--- config.mk ---
export PLATFORM = sky130hd
export DESIGN_NAME = lfu_cache_ctrl
export DESIGN_NICKNAME = d
export VERILOG_FILES = /design/src/rtl/lfu_cache_ctrl.sv
export SDC_FILE = /design/constraint.sdc
export NUM_CORES = 1
export LEC_CHECK = 0
export BUFFER_PORTS_ARGS = -buffer_cell sky130_fd_sc_hd__buf_2
export CORE_AREA = 2 2 263 265
export DETAILED_ROUTE_END_ITERATION = 10
export DIE_AREA = 0 0 265 267
export HOLD_SLACK_MARGIN = 0.08
export PLACE_DENSITY = 0.55
export SETUP_SLACK_MARGIN = 0.3
export SLEW_MARGIN = 10
export SYNTH_ARGS = -nofsm -noshare
export SYNTH_HDL_FRONTEND = slang
export SYNTH_SLANG_ARGS = --single-unit
--- constraint.sdc ---
create_clock -name clk -period 2.4 [get_ports clk]
set_input_delay 0.24 -clock clk [delete_from_list [all_inputs] [get_ports clk]]
set_output_delay 0.24 -clock clk [all_outputs]
set_load 0.005 [all_outputs]
--- src/rtl/lfu_cache_ctrl.sv ---
// rtl/lfu_cache_ctrl.sv - LFU cache controller: tag store, hit detection, victim write-back and line fill
// Ports: clk, gen_reset_n (async, active-low)
//   CPU   : cpu_req/cpu_we/cpu_addr/cpu_wdata in, cpu_ready pulse + cpu_rdata out
//   RAM   : ram_req/ram_we/ram_addr/ram_wdata out, ram_ack/ram_rdata in (line wide)
//   Array : write_enable/write_enable_ram/write_enable_cpu/read_enable/adress/data_in out,
//           data_out/min_adress in
module lfu_cache_ctrl #(
  parameter int bitsDirect  = 4,
  parameter int sizeBitLine = 64,
  parameter int sizeAddr    = 16
) (
  input  logic                    clk,
  input  logic                    gen_reset_n,
  input  logic                    cpu_req,
  input  logic                    cpu_we,
  input  logic [sizeAddr-1:0]     cpu_addr,
  input  logic [15:0]             cpu_wdata,
  output logic                    cpu_ready,
  output logic [15:0]             cpu_rdata,
  output logic                    ram_req,
  output logic                    ram_we,
  output logic [sizeAddr-3:0]     ram_addr,
  output logic [sizeBitLine-1:0]  ram_wdata,
  input  logic                    ram_ack,
  input  logic [sizeBitLine-1:0]  ram_rdata,
  output logic                    write_enable,
  output logic                    write_enable_ram,
  output logic [1:0]              write_enable_cpu,
  output logic                    read_enable,
  output logic [bitsDirect-1:0]   adress,
  output logic [sizeBitLine-1:0]  data_in,
  input  logic [sizeBitLine-1:0]  data_out,
  input  logic [bitsDirect-1:0]   min_adress
);

  localparam int LINES = 1 << bitsDirect;
  localparam int TAGW  = sizeAddr - 2;

  typedef enum logic [3:0] {
    S_IDLE, S_LOOKUP, S_RD, S_RD_CAP, S_WR, S_EV_RD, S_EV_CAP,
    S_EV_WR, S_FILL, S_FILL_WR, S_RESP
  } state_t;

  state_t                 state;
  logic                   req_we;
  logic [sizeAddr-1:0]    req_addr;
  logic [15:0]            req_wdata;
  logic [bitsDirect-1:0]  victim;
  logic [TAGW-1:0]        tag_q [LINES];
  logic [LINES-1:0]       valid_q;
  logic [LINES-1:0]       dirty_q;

  logic                   hit;
  logic [bitsDirect-1:0]  hit_idx;
  logic [TAGW-1:0]        req_tag;
  logic [5:0]             word_lsb;

  assign req_tag  = req_addr[sizeAddr-1:2];
  assign word_lsb = {req_addr[1:0], 4'b0000};

  // Fully associative compare; the tag store never holds two valid copies of a tag.
  always_comb begin
    hit     = 1'b0;
    hit_idx = '0;
    for (int i = 0; i < LINES; i++) begin
      if (valid_q[i] && (tag_q[i] == req_tag)) begin
        hit     = 1'b1;
        hit_idx = bitsDirect'(i);
      end
    end
  end

  // Outputs are registered on entry to the state that owns them, so every strobe
  // is high exactly during its named state and defaults back to 0 otherwise.
  always_ff @(posedge clk or negedge gen_reset_n) begin
    if (!gen_reset_n) begin
      state            <= S_IDLE;
      req_we           <= 1'b0;
      req_addr         <= '0;
      req_wdata        <= '0;
      victim           <= '0;
      valid_q          <= '0;
      dirty_q          <= '0;
      for (int i = 0; i < LINES; i++) tag_q[i] <= '0;
      cpu_ready        <= 1'b0;
      cpu_rdata        <= '0;
      ram_req          <= 1'b0;
      ram_we           <= 1'b0;
      ram_addr         <= '0;
      ram_wdata        <= '0;
      write_enable     <= 1'b0;
      write_enable_ram <= 1'b0;
      write_enable_cpu <= '0;
      read_enable      <= 1'b0;
      adress           <= '0;
      data_in          <= '0;
    end else begin
      cpu_ready        <= 1'b0;
      read_enable      <= 1'b0;
      write_enable     <= 1'b0;
      write_enable_ram <= 1'b0;
      write_enable_cpu <= '0;
      case (state)
        S_IDLE: begin
          if (cpu_req) begin
            req_we    <= cpu_we;
            req_addr  <= cpu_addr;
            req_wdata <= cpu_wdata;
            state     <= S_LOOKUP;
          end
        end
        S_LOOKUP: begin
          if (hit) begin
            adress <= hit_idx;
            if (req_we) begin
              write_enable     <= 1'b1;
              write_enable_cpu <= req_addr[1:0];
              data_in          <= {{(sizeBitLine-16){1'b0}}, req_wdata};
              state            <= S_WR;
            end else begin
              read_enable <= 1'b1;
              state       <= S_RD;
            end
          end else begin
            victim <= min_adress;
            if (valid_q[min_adress] && dirty_q[min_adress]) begin
              adress      <= min_adress;
              read_enable <= 1'b1;
              state       <= S_EV_RD;
            end else begin
              ram_req  <= 1'b1;
              ram_we   <= 1'b0;
              ram_addr <= req_tag;
              state    <= S_FILL;
            end
          end
        end
        S_RD:     state <= S_RD_CAP;
        S_RD_CAP: begin
          cpu_rdata <= data_out[word_lsb +: 16];
          cpu_ready <= 1'b1;
          state     <= S_RESP;
        end
        S_WR: begin
          dirty_q[adress] <= 1'b1;
          cpu_ready       <= 1'b1;
          state           <= S_RESP;
        end
        S_EV_RD:  state <= S_EV_CAP;
        S_EV_CAP: begin
          // ram_wdata doubles as the write-back buffer.
          ram_wdata <= data_out;
          ram_req   <= 1'b1;
          ram_we    <= 1'b1;
          ram_addr  <= tag_q[victim];
          state     <= S_EV_WR;
        end
        S_EV_WR: begin
          if (ram_ack) begin
            ram_we   <= 1'b0;
            ram_addr <= req_tag;
            state    <= S_FILL;
          end
        end
        S_FILL: begin
          if (ram_ack) begin
            ram_req          <= 1'b0;
            write_enable     <= 1'b1;
            write_enable_ram <= 1'b1;
            adress           <= victim;
            data_in          <= ram_rdata;
            state            <= S_FILL_WR;
          end
        end
        S_FILL_WR: begin
          tag_q[victim]   <= req_tag;
          valid_q[victim] <= 1'b1;
          dirty_q[victim] <= 1'b0;
          state           <= S_LOOKUP;
        end
        S_RESP:   state <= S_IDLE;
        default:  state <= S_IDLE;
      endcase
    end
  end

endmodule

==> results of run 1 <==
==> report_power, final <==
part	internal (mW)	total, mW	switching (mW)
logic	11.8	23.1	11.3
clock network	4.89	8.28	3.39
registers	11.2	14.1	2.91
total	27.9	45.5	17.6
==> layer usage <==
layer	global-route usage (%)	part of all wire (%)
met5	0	0.016
met4	7.76	3.5
met3	3.99	4.9
met2	40.4	50
met1	29.1	42
==> registers in the layout, summed over array words and instances (netlist names), 14 cells and up <==
name	count
ram_wdata	64
dirty_q	16
req_addr	16
tag_q	224
ram_addr	14
req_wdata	16
data_in	64
cpu_rdata	16
valid_q	16
==> kinds of logic after synthesis <==
group	Yosys count	synth area share, %
buffers and inverters	163	3.86
and+or+nand+nor	438	9.65
xor gates and xnor gates	224	8.30
muxes	433	24.6
DFF	467	49.5
AOI/OAI and AO/OA	163	4.10
==> stage by stage <==
stage          util [%]  instance area, um^2
6_report           48.1                32700
5_1_grt            48.1                32700
4_1_cts            47.7                32400
3_5_place_dp       42.1                28700
3_3_place_gp       42.1                28700
2_1_floorplan         -                24100
==> final cells by class <==
cell class	count	area share, %
diodes	1	0.00766
clock buffers	71	4.57
inverters	20	0.230
multi-input cells	1258	36.5
well taps	882	3.38
clock inverters	21	0.839
flip-flops and latches	467	35.8
repair buffers	788	18.7
==> critical path: stages, from the launching register on <==
cell	delay (ns)
dfrtp_2	0.46
buf_12	0.18
buf_4	0.15
xnor2_2	0.14
nand4_1	0.13
nor4_4	0.08
nor4_4	0.46
nand4_4	0.24
o31a_1	0.34
buf_12	0.16
buf_12	0.14
a21o_1	0.15
==> worst min path at each step <==
stage / to / cells past startpoint / startpoint / slack (ns)
global route: victim[3]$_DFFE_PN0N_ / 2 / min_adress[3] / 0.12
floorplan: adress[0]$_DFFE_PN0P_ / 0 / gen_reset_n / -0.06
CTS: victim[3]$_DFFE_PN0N_ / 2 / min_adress[3] / 0.1
detailed placement: ram_wdata[5]$_DFFE_PN0P_ / 1 / gen_reset_n / 0.20
finish: victim[3]$_DFFE_PN0N_ / 2 / min_adress[3] / 0.13
global placement: ram_wdata[5]$_DFFE_PN0P_ / 1 / gen_reset_n / 0.20
==> placed cells by master (no fill, tap or decap), types with 42 or more instances in the layout <==
cell           count
dfrtp_1          462
buf_2            337
mux2_2           317
buf_4            231
nand2_1          177
dlygate4sd3_1    165
xnor2_1          163
nand4_1           92
mux4_2            87
o21ai_0           73
clkbuf_16         53
xnor2_2           52
buf_12            42
==> repair_timing <==
item	CTS	global route
buffers inserted	2	1
setup endpoints to repair	124	144
pin swaps	5	5
hold endpoints to repair	626	0
gates resized for setup	57	47
hold buffers	165	0
gates cloned	0	1
==> qor.yml, run 1 <==
seq_area_mm2: 0.0117
cap_violations: 0
htree_levels: 2
drtIter0Drc: 1364
synth_top_area_cell: "dfrtp_1"
multiInputGateArea_mm2: 0.0119
drive_above_1_share_pct: 48.0
initial_core_util_pct: 34.8
slew_violations: 0
status: "finished, violations left"
overflow: 0
path_clk_slew_ns: 0.06
finalWorstSetupSlack_ns: -0.365
cts.path.max_buffers: 3
dp_hpwl_um: 60200
yosys.area.top_type_share_pct: 49.5
ys.flop_type: "dfrtp_1"
die_h_um: 267
yosysWarningCount: 0
synth_most_common_cell: "dfrtp_1"
path_class: "flip-flop to flip-flop"
hold_path_class: "primary input to flip-flop"
synth_nets: 2057
endpoint_kind: "flip-flop"
worstMarginPinSlew_ns: 0.648
routed_wl_um: 82300
whs_ns: 0.127
io_buffer_count: 338
die_width_um: 265
core_mm2: 0.0680
vdd.ir_drop.worst_v: 0.000652
cts_tree: "built"
r2r_slack_ns: -0.36
grt_start_max_net_pins: 78
dieArea_mm2: 0.0708
synthToLayoutAreaGrowth_pct: 38.3
n_fill_cell: 5947
finalPower_mw: 45.5
synth_edf_count: 0
critPathLaunch: "req_addr[5]$_DFFE_PN0P_"
rsz0062_at_grt: "true"
gr-usage-all-layers_pct: 23.1
final_hold_viol_count: 0
start_kind: "flip-flop"
layout.cells.non_filler: 3508
r2r_start: "req_addr[5]$_DFFE_PN0P_"
dp_worst_setup_slack_ns: -0.554
max_slew_margin_pct: 56.8
post-place-cells: 3246
synth_cell_types: 58
r2r_end: "ram_we$_DFFE_PN0P_"
skew_ns: 0.0303
cp_max_fo: 19
vias: 18319
nNetsFinal: 2756
required_ns: 2.90
ioPinCount: 339
ys_seq_area_share_pct: 49.5
critPathArrivalTime_ns: 3.27
rr_worst_depth: 11
fin_crit_ns: 2.76
critPathCapture: "ram_we$_DFFE_PN0P_"
ys_seq_elements: 467
grt_pass1_wl_um: 124000
post-route-period-util_pct: 115
std_cell_rows: 96
grt_antenna_before_repair: 5
synthTopCellsByArea: "dfrtp_1 (49%), mux2_2 (15%), xnor2_1 (8.3%)"
final_antenna_net_count: 0
ys_top_cells_by_count: "dfrtp_1 (467), mux2_2 (317), xnor2_1 (224)"
finalSetupViolCount: 96
vias_per_cell: 5.22
cts_buffers: 52
wl_per_cell_um: 23.5
fmax_mhz: 362
violations: "negative setup slack"
place.gp.congestion: 0.928
grt_pass1_vias: 19366
avgSynthCellArea_um2: 12.5
tns_ns: -25.51
synth_cells: 1888
ys_async_sr_fraction_pct: 100
leakage_nw: 14.8
cellPowerDensity_mw_per_mm2: 1390
dr.pass1.iters: 5
cts_sinks: 467
netlist_area_mm2: 0.0236
drc: 0
clkLatencyLatePin_ns: 0.61
ctsRootBufferMaster: "clkbuf_16"
No activity file was read; power rests on OpenSTA's default activity.
==> run 2: changes to the inputs <==
PLACE_DENSITY = unset   (was 0.55)
==> qor.yml, run 2 (synthesis gave the netlist of run 1 again) <==
status: "finished, violations left"  # unchanged
violations: "negative setup slack"  # unchanged
cts_buffers: 51  # was 52
largest_reg_flops: 224  # unchanged
skew_ns: 0.0262  # was 0.0303 ns
cts_sinks: 467  # unchanged
p_int_mw: 28.5  # was 27.9 mW
critPathArrivalTime_ns: 3.34  # was 3.27 ns
grt_pass1_wl_um: 126000  # was 124,000 um
cpLargestDelayFamily: "simple AND/OR/NAND/NOR gates"  # unchanged
seq_power_share_pct: 30.5  # was 31.0%
gr-usage-all-layers_pct: 23.7  # was 23.1%
core_mm2: 0.0680  # unchanged
layout_commonest_cell: "dfrtp_1"  # unchanged
power.switching_mw: 18.4  # was 17.6 mW
p_comb_share_pct: 52.3  # was 50.8%
r2r_slack_ns: -0.45  # was -0.36 ns
mostFrequentLayoutCells: "dfrtp_1 (462), buf_2 (337), mux2_2 (313)"  # was dfrtp_1 (462), buf_2 (337), mux2_2 (317)
path_clk_slew_ns: 0.06  # about the same
worstMarginPinSlew_ns: 0.727  # was 0.648 ns
io_buffer_count: 338  # unchanged
drive_above_1_share_pct: 51.7  # was 48.0%
switching_share_pct: 39.2  # was 38.6%
cp_max_fo: 5  # was 19
synthToLayoutAreaGrowth_pct: 42.7  # was 38.3%
critical_path_buf_inv_count: 4  # unchanged
rsz0062_at_grt: "true"  # unchanged
die_width_um: 265  # unchanged
htree_levels: 2  # unchanged
die_h_um: 267  # unchanged
cellPowerDensity_mw_per_mm2: 1390  # about the same
grt_start_max_net_pins: 68  # was 78
cts.path.max_buffers: 3  # unchanged
whs_ns: 0.171  # was 0.127 ns
wl_per_cell_um: 24.7  # was 23.5 um
overflow: 0  # unchanged
post-route-period-util_pct: 119  # was 115%
clkLatencyLatePin_ns: 0.62  # was 0.61 ns
fin_crit_ns: 2.85  # was 2.76 ns
dieArea_mm2: 0.0708  # unchanged
final_antenna_net_count: 0  # unchanged
grt_pass1_vias: 19640  # was 19,366
place.gp.congestion: 0.940  # was 0.928
dp_hpwl_um: 61700  # was 60,200 um
required_ns: 2.89  # was 2.90 ns
finalWorstSetupSlack_ns: -0.455  # was -0.365 ns
path_class: "flip-flop to flip-flop"  # unchanged
routed_wl_um: 88100  # was 82,300 um
nNetsFinal: 2812  # was 2,756
dr.pass1.iters: 7  # was 5
fmax_mhz: 350  # was 362 MHz
cap_violations: 0  # unchanged
hold_path_class: "primary input to flip-flop"  # unchanged
max_slew_margin_pct: 51.5  # was 56.8%
cts_tree: "built"  # unchanged
n_fill_cell: 5770  # was 5,947
vias_per_cell: 5.31  # was 5.22
drc: 0  # unchanged
finalSetupViolCount: 96  # unchanged
start_kind: "flip-flop"  # unchanged
p_clk_share_pct: 17.2  # was 18.2%
crit_path_max_incr_delay_ns: 0.50  # was 0.46 ns
cp_cell_sequence: "buf_12, buf_4, xnor2_2, nand4_1, nor4_2, nor4_4, nand4_4, buf_6, buf_6, nor2_4, mux2_4"  # was buf_12, buf_4, xnor2_2, nand4_1, nor4_4, nor4_4, nand4_4, o31a_1, buf_12, buf_12, a21o_1
ctsRootBufferMaster: "clkbuf_16"  # unchanged
final_hold_viol_count: 0  # unchanged
dp_worst_setup_slack_ns: -0.527  # was -0.554 ns
top_register: "tag_q"  # unchanged
std_cell_rows: 96  # unchanged
vias: 18935  # was 18,319
grt_antenna_before_repair: 4  # was 5
slowest_stage: "nor4_4"  # was dfrtp_2
reg.largest.list: "tag_q: 224 flops, data_in: 64 flops, ram_wdata: 64 flops"  # unchanged
vdd.ir_drop.worst_v: 0.000621  # was 0.000652 V
endpoint_kind: "flip-flop"  # unchanged
slew_violations: 0  # unchanged
ioPinCount: 339  # unchanged
leakage_nw: 15.3  # was 14.8 nW
initial_core_util_pct: 34.8  # unchanged
cp_common_cell: "buf_6"  # was buf_12
drtIter0Drc: 1593  # was 1,364
run 2: final cells by class:
class	count	area (um^2)	area share (%)
Multi-Input combinational cell	1258	12300	36.5
Sequential cell	467	11700	34.7
Timing Repair Buffer	845	6830	20.3
Clock buffer	70	1440	4.27
Tap cell	882	1100	3.27
Clock inverter	19	248	0.735
Inverter	20	75.1	0.223
Antenna cell	2	5.00	0.0148
run 2: worst paths after layout:
check / to / startpoint / cells past startpoint
max in group asynchronous: data_in[26]$_DFFE_PN0P_ / gen_reset_n / 3
min reg2reg: data_in[6]$_DFFE_PN0P_ / data_in[6]$_DFFE_PN0P_ / 2
max reg2reg: victim[0]$_DFFE_PN0N_ / req_addr[4]$_DFFE_PN0P_ / 11
min in group asynchronous: ram_wdata[38]$_DFFE_PN0P_ / gen_reset_n / 2
max: victim[0]$_DFFE_PN0N_ / req_addr[4]$_DFFE_PN0P_ / 11
min: victim[3]$_DFFE_PN0N_ / min_adress[3] / 3
run 2: power groups by stage:
stage	Sequential, mW	Combinational [mW]	Clock (mW)
finish	14.3	24.5	8.06
CTS	14.0	23.2	8.23
global route	14.7	25.9	8.55
global placement	14.0	22.0	0
detailed placement	14.1	22.2	0
floorplan	13.3	12.9	0
run 2: per-stage QoR:
step / area [um^2] / total power [mW] / setup TNS (ns) / std cells / utilization (%)
finish: 33700 / 46.9 / -32.26 / 3563 / 49.6
global route: 33700 / 49.1 / -38.07 / 3562 / 49.6
CTS: 32600 / 45.4 / -33.81 / 3540 / 48.0
detailed placement: 28800 / 36.3 / -39.52 / 3274 / 42.4
global placement: 28800 / 36.0 / -36.39 / 3274 / 42.4
floorplan: 24100 / 26.3 / 0 / 1888 / -
run 2: worst min-delay path: cells and delay by family:
| family | cells | cell delay, ns |
|---|---|---|
| buffers and inverters | 2 | 0.36 |
| multiplexers | 1 | 0.14 |
run 2: repair_timing:
| action | in CTS | in global routing |
|---|---|---|
| gates resized for setup | 72 | 205 |
| endpoints found under the setup margin | 155 | 155 |
| endpoints found under the hold margin | 230 | 0 |
| buffers inserted | 10 | 6 |
| gates cloned | 2 | 15 |
| hold buffers | 165 | 0 |
| pin swaps | 15 | 65 |
run 2: layer usage:
| layer | vias to the layer above | track usage, % | routed length (um) |
|---|---|---|---|
| li1 | 8316 | - | - |
| met4 | 0 | 10.0 | 4430 |
| met3 | 232 | 3.71 | 4750 |
| met1 | 9659 | 28.7 | 34600 |
| met5 | - | 0 | 0 |
| met2 | 728 | 41.9 | 44300 |
==> run 3: changes to the inputs <==
clock period = 2.3 ns   (was 2.4 ns; I/O delays follow)
==> qor.yml, run 3 (synthesis gave the netlist of run 1 again) <==
dieArea_mm2: 0.0708  # unchanged
dp_hpwl_um: 60000  # was 61,700 um
post-route-period-util_pct: 122  # was 119%
grt_pass1_vias: 20055  # was 19,640
largest_reg_flops: 224  # unchanged
dr.pass1.iters: 6  # was 7
cts_tree: "built"  # unchanged
cp_common_cell: "buf_12"  # was buf_6
final_hold_viol_count: 0  # unchanged
rr_worst_depth: 13  # was 11
synthToLayoutAreaGrowth_pct: 46.0  # was 42.7%
die_width_um: 265  # unchanged
skew_ns: 0.0304  # was 0.0262 ns
required_ns: 2.83  # was 2.89 ns
slew_violations: 0  # unchanged
fin_crit_ns: 2.80  # was 2.85 ns
leakage_nw: 15.8  # was 15.3 nW
r2r_start: "req_addr[9]$_DFFE_PN0P_"  # was req_addr[4]$_DFFE_PN0P_
die_h_um: 267  # unchanged
io_buffer_count: 338  # unchanged
routed_wl_um: 88500  # was 88,100 um
cellPowerDensity_mw_per_mm2: 1460  # was 1390 mW/mm^2
final_antenna_net_count: 0  # unchanged
path_clk_slew_ns: 0.06  # about the same
top_register: "tag_q"  # unchanged
cts_sinks: 467  # unchanged
slowest_stage: "dfrtp_2"  # was nor4_4
ctsRootBufferMaster: "clkbuf_16"  # unchanged
vias_per_cell: 5.37  # was 5.31
cts_buffers: 50  # was 51
critPathArrivalTime_ns: 3.33  # was 3.34 ns
vias: 19728  # was 18,935
finalWorstSetupSlack_ns: -0.505  # was -0.455 ns
critPathLaunch: "req_addr[9]$_DFFE_PN0P_"  # was req_addr[4]$_DFFE_PN0P_
vdd.ir_drop.worst_v: 0.000823  # was 0.000621 V
finalSetupViolCount: 96  # unchanged
critPathCapture: "data_in[22]$_DFFE_PN0P_"  # was victim[0]$_DFFE_PN0N_
grt_antenna_before_repair: 2  # was 4
drtIter0Drc: 1578  # was 1,593
tns_ns: -38.29  # was -32.26 ns
status: "finished, violations left"  # unchanged
rsz0062_at_grt: "true"  # unchanged
std_cell_rows: 96  # unchanged
hold_path_class: "primary input to async pin"  # was primary input to flip-flop
cts.path.max_buffers: 3  # unchanged
cp_max_fo: 14  # was 5
mostFrequentLayoutCells: "dfrtp_1 (461), buf_4 (360), buf_2 (337)"  # was dfrtp_1 (462), buf_2 (337), mux2_2 (313)
overflow: 0  # unchanged
drc: 0  # unchanged
drive_above_1_share_pct: 52.1  # was 51.7%
whs_ns: 0.161  # was 0.171 ns
cp_cell_sequence: "buf_12, clkbuf_16, xnor2_4, nand4_1, nor4_4, nor4_4, nand4_4, a31oi_4, buf_12, buf_12, buf_12, nand2_1, o21ai_1"  # was buf_12, buf_4, xnor2_2, nand4_1, nor4_2, nor4_4, nand4_4, buf_6, buf_6, nor2_4, mux2_4
core_mm2: 0.0680  # unchanged
ioPinCount: 339  # unchanged
r2r_slack_ns: -0.50  # was -0.45 ns
grt_start_max_net_pins: 101  # was 68
nNetsFinal: 2922  # was 2,812
wl_per_cell_um: 24.1  # was 24.7 um
cap_violations: 0  # unchanged
htree_levels: 2  # unchanged
max_slew_margin_pct: 37.6  # was 51.5%
reg.largest.list: "tag_q: 224 flops, data_in: 64 flops, ram_wdata: 64 flops"  # unchanged
place.gp.congestion: 0.944  # was 0.940
endpoint_kind: "flip-flop"  # unchanged
path_class: "flip-flop to flip-flop"  # unchanged
fmax_mhz: 357  # was 350 MHz
worstMarginPinSlew_ns: 0.936  # was 0.727 ns
clkLatencyLatePin_ns: 0.63  # was 0.62 ns
crit_path_max_incr_delay_ns: 0.49  # was 0.50 ns
layout_commonest_cell: "dfrtp_1"  # unchanged
gr-usage-all-layers_pct: 23.5  # was 23.7%
start_kind: "flip-flop"  # unchanged
violations: "negative setup slack"  # unchanged
grt_pass1_wl_um: 126000  # about the same
initial_core_util_pct: 34.8  # unchanged
r2r_end: "data_in[22]$_DFFE_PN0P_"  # was victim[0]$_DFFE_PN0N_
[run 3: changes by cell type in the layout (fill, tap and decap cells not counted), sizes merged]
cell / previous run / this run
clkinv: 12 / 5
buf: 671 / 778
clkbuf: 79 / 88
clkinvlp: 2 / 1
diode: 2 / 1
inv: 20 / 22
[run 3: worst min path at each step]
stage / startpoint / endpoint / slack (ns) / depth (start not counted)
finish: gen_reset_n / tag_q[213]$_DFFE_PN0P_ / 0.16 / 2
floorplan: gen_reset_n / adress[0]$_DFFE_PN0P_ / -0.07 / 0
CTS: gen_reset_n / tag_q[213]$_DFFE_PN0P_ / 0.11 / 2
detailed placement: gen_reset_n / ram_wdata[31]$_DFFE_PN0P_ / 0.15 / 1
global placement: gen_reset_n / ram_wdata[31]$_DFFE_PN0P_ / 0.15 / 1
global route: min_adress[3] / victim[3]$_DFFE_PN0N_ / 0.14 / 3
[run 3: layout make-up]
type	count	area, um^2
fillers	5634	33500
diodes	1	2.50
flip-flops and latches	467	11700
clock inverters	13	236
repair buffers	956	7840
multi-input cells	1258	12100
well taps	882	1100
clock buffers	75	1410
inverters	20	75.1
[run 3: per-stage QoR]
step	util (%)	instances	setup slack [ns]	cell area [um^2]	power, mW
CTS	49.0	3621	-0.377	33300	48.3
global placement	43.6	3368	-0.571	29600	38.4
global route	50.7	3671	-0.559	34500	52.6
finish	50.7	3672	-0.505	34500	50.3
detailed placement	43.6	3368	-0.606	29600	39.0
floorplan	-	1888	0.0167	24000	27.4
[run 3: power by group]
| group | leakage (nW) | internal, mW | switching (mW) |
|---|---|---|---|
| Combinational | 8.87 | 14.3 | 13.0 |
| Clock | 0.794 | 4.79 | 3.48 |
| Sequential | 6.16 | 11.7 | 3.09 |
[run 3: critical path, delay by kind of cell, from the launching register on]
kind	cells	cell delay, ns
compound gates	2	0.36
xor+xnor	1	0.14
buf+inv	5	0.77
flops	1	0.49
simple gates	5	0.92
[run 3: timing repair]
| action | in CTS | in global routing |
|---|---|---|
| resized for setup | 79 | 148 |
| pin swaps | 7 | 58 |
| cloned | 0 | 15 |
| setup buffers | 0 | 35 |
| hold endpoints to repair | 642 | 0 |
| hold buffers | 165 | 0 |
| setup endpoints to repair | 209 | 251 |
[run 3: routing by layer]
metal | global-route usage, % | vias to the layer above | share of wire, %
li1 | - | 8532 | -
met1 | 28.7 | 10133 | 40
met2 | 40.7 | 823 | 49
met3 | 3.99 | 240 | 6.5
met4 | 10.6 | 0 | 5.2
met5 | 0 | - | 0
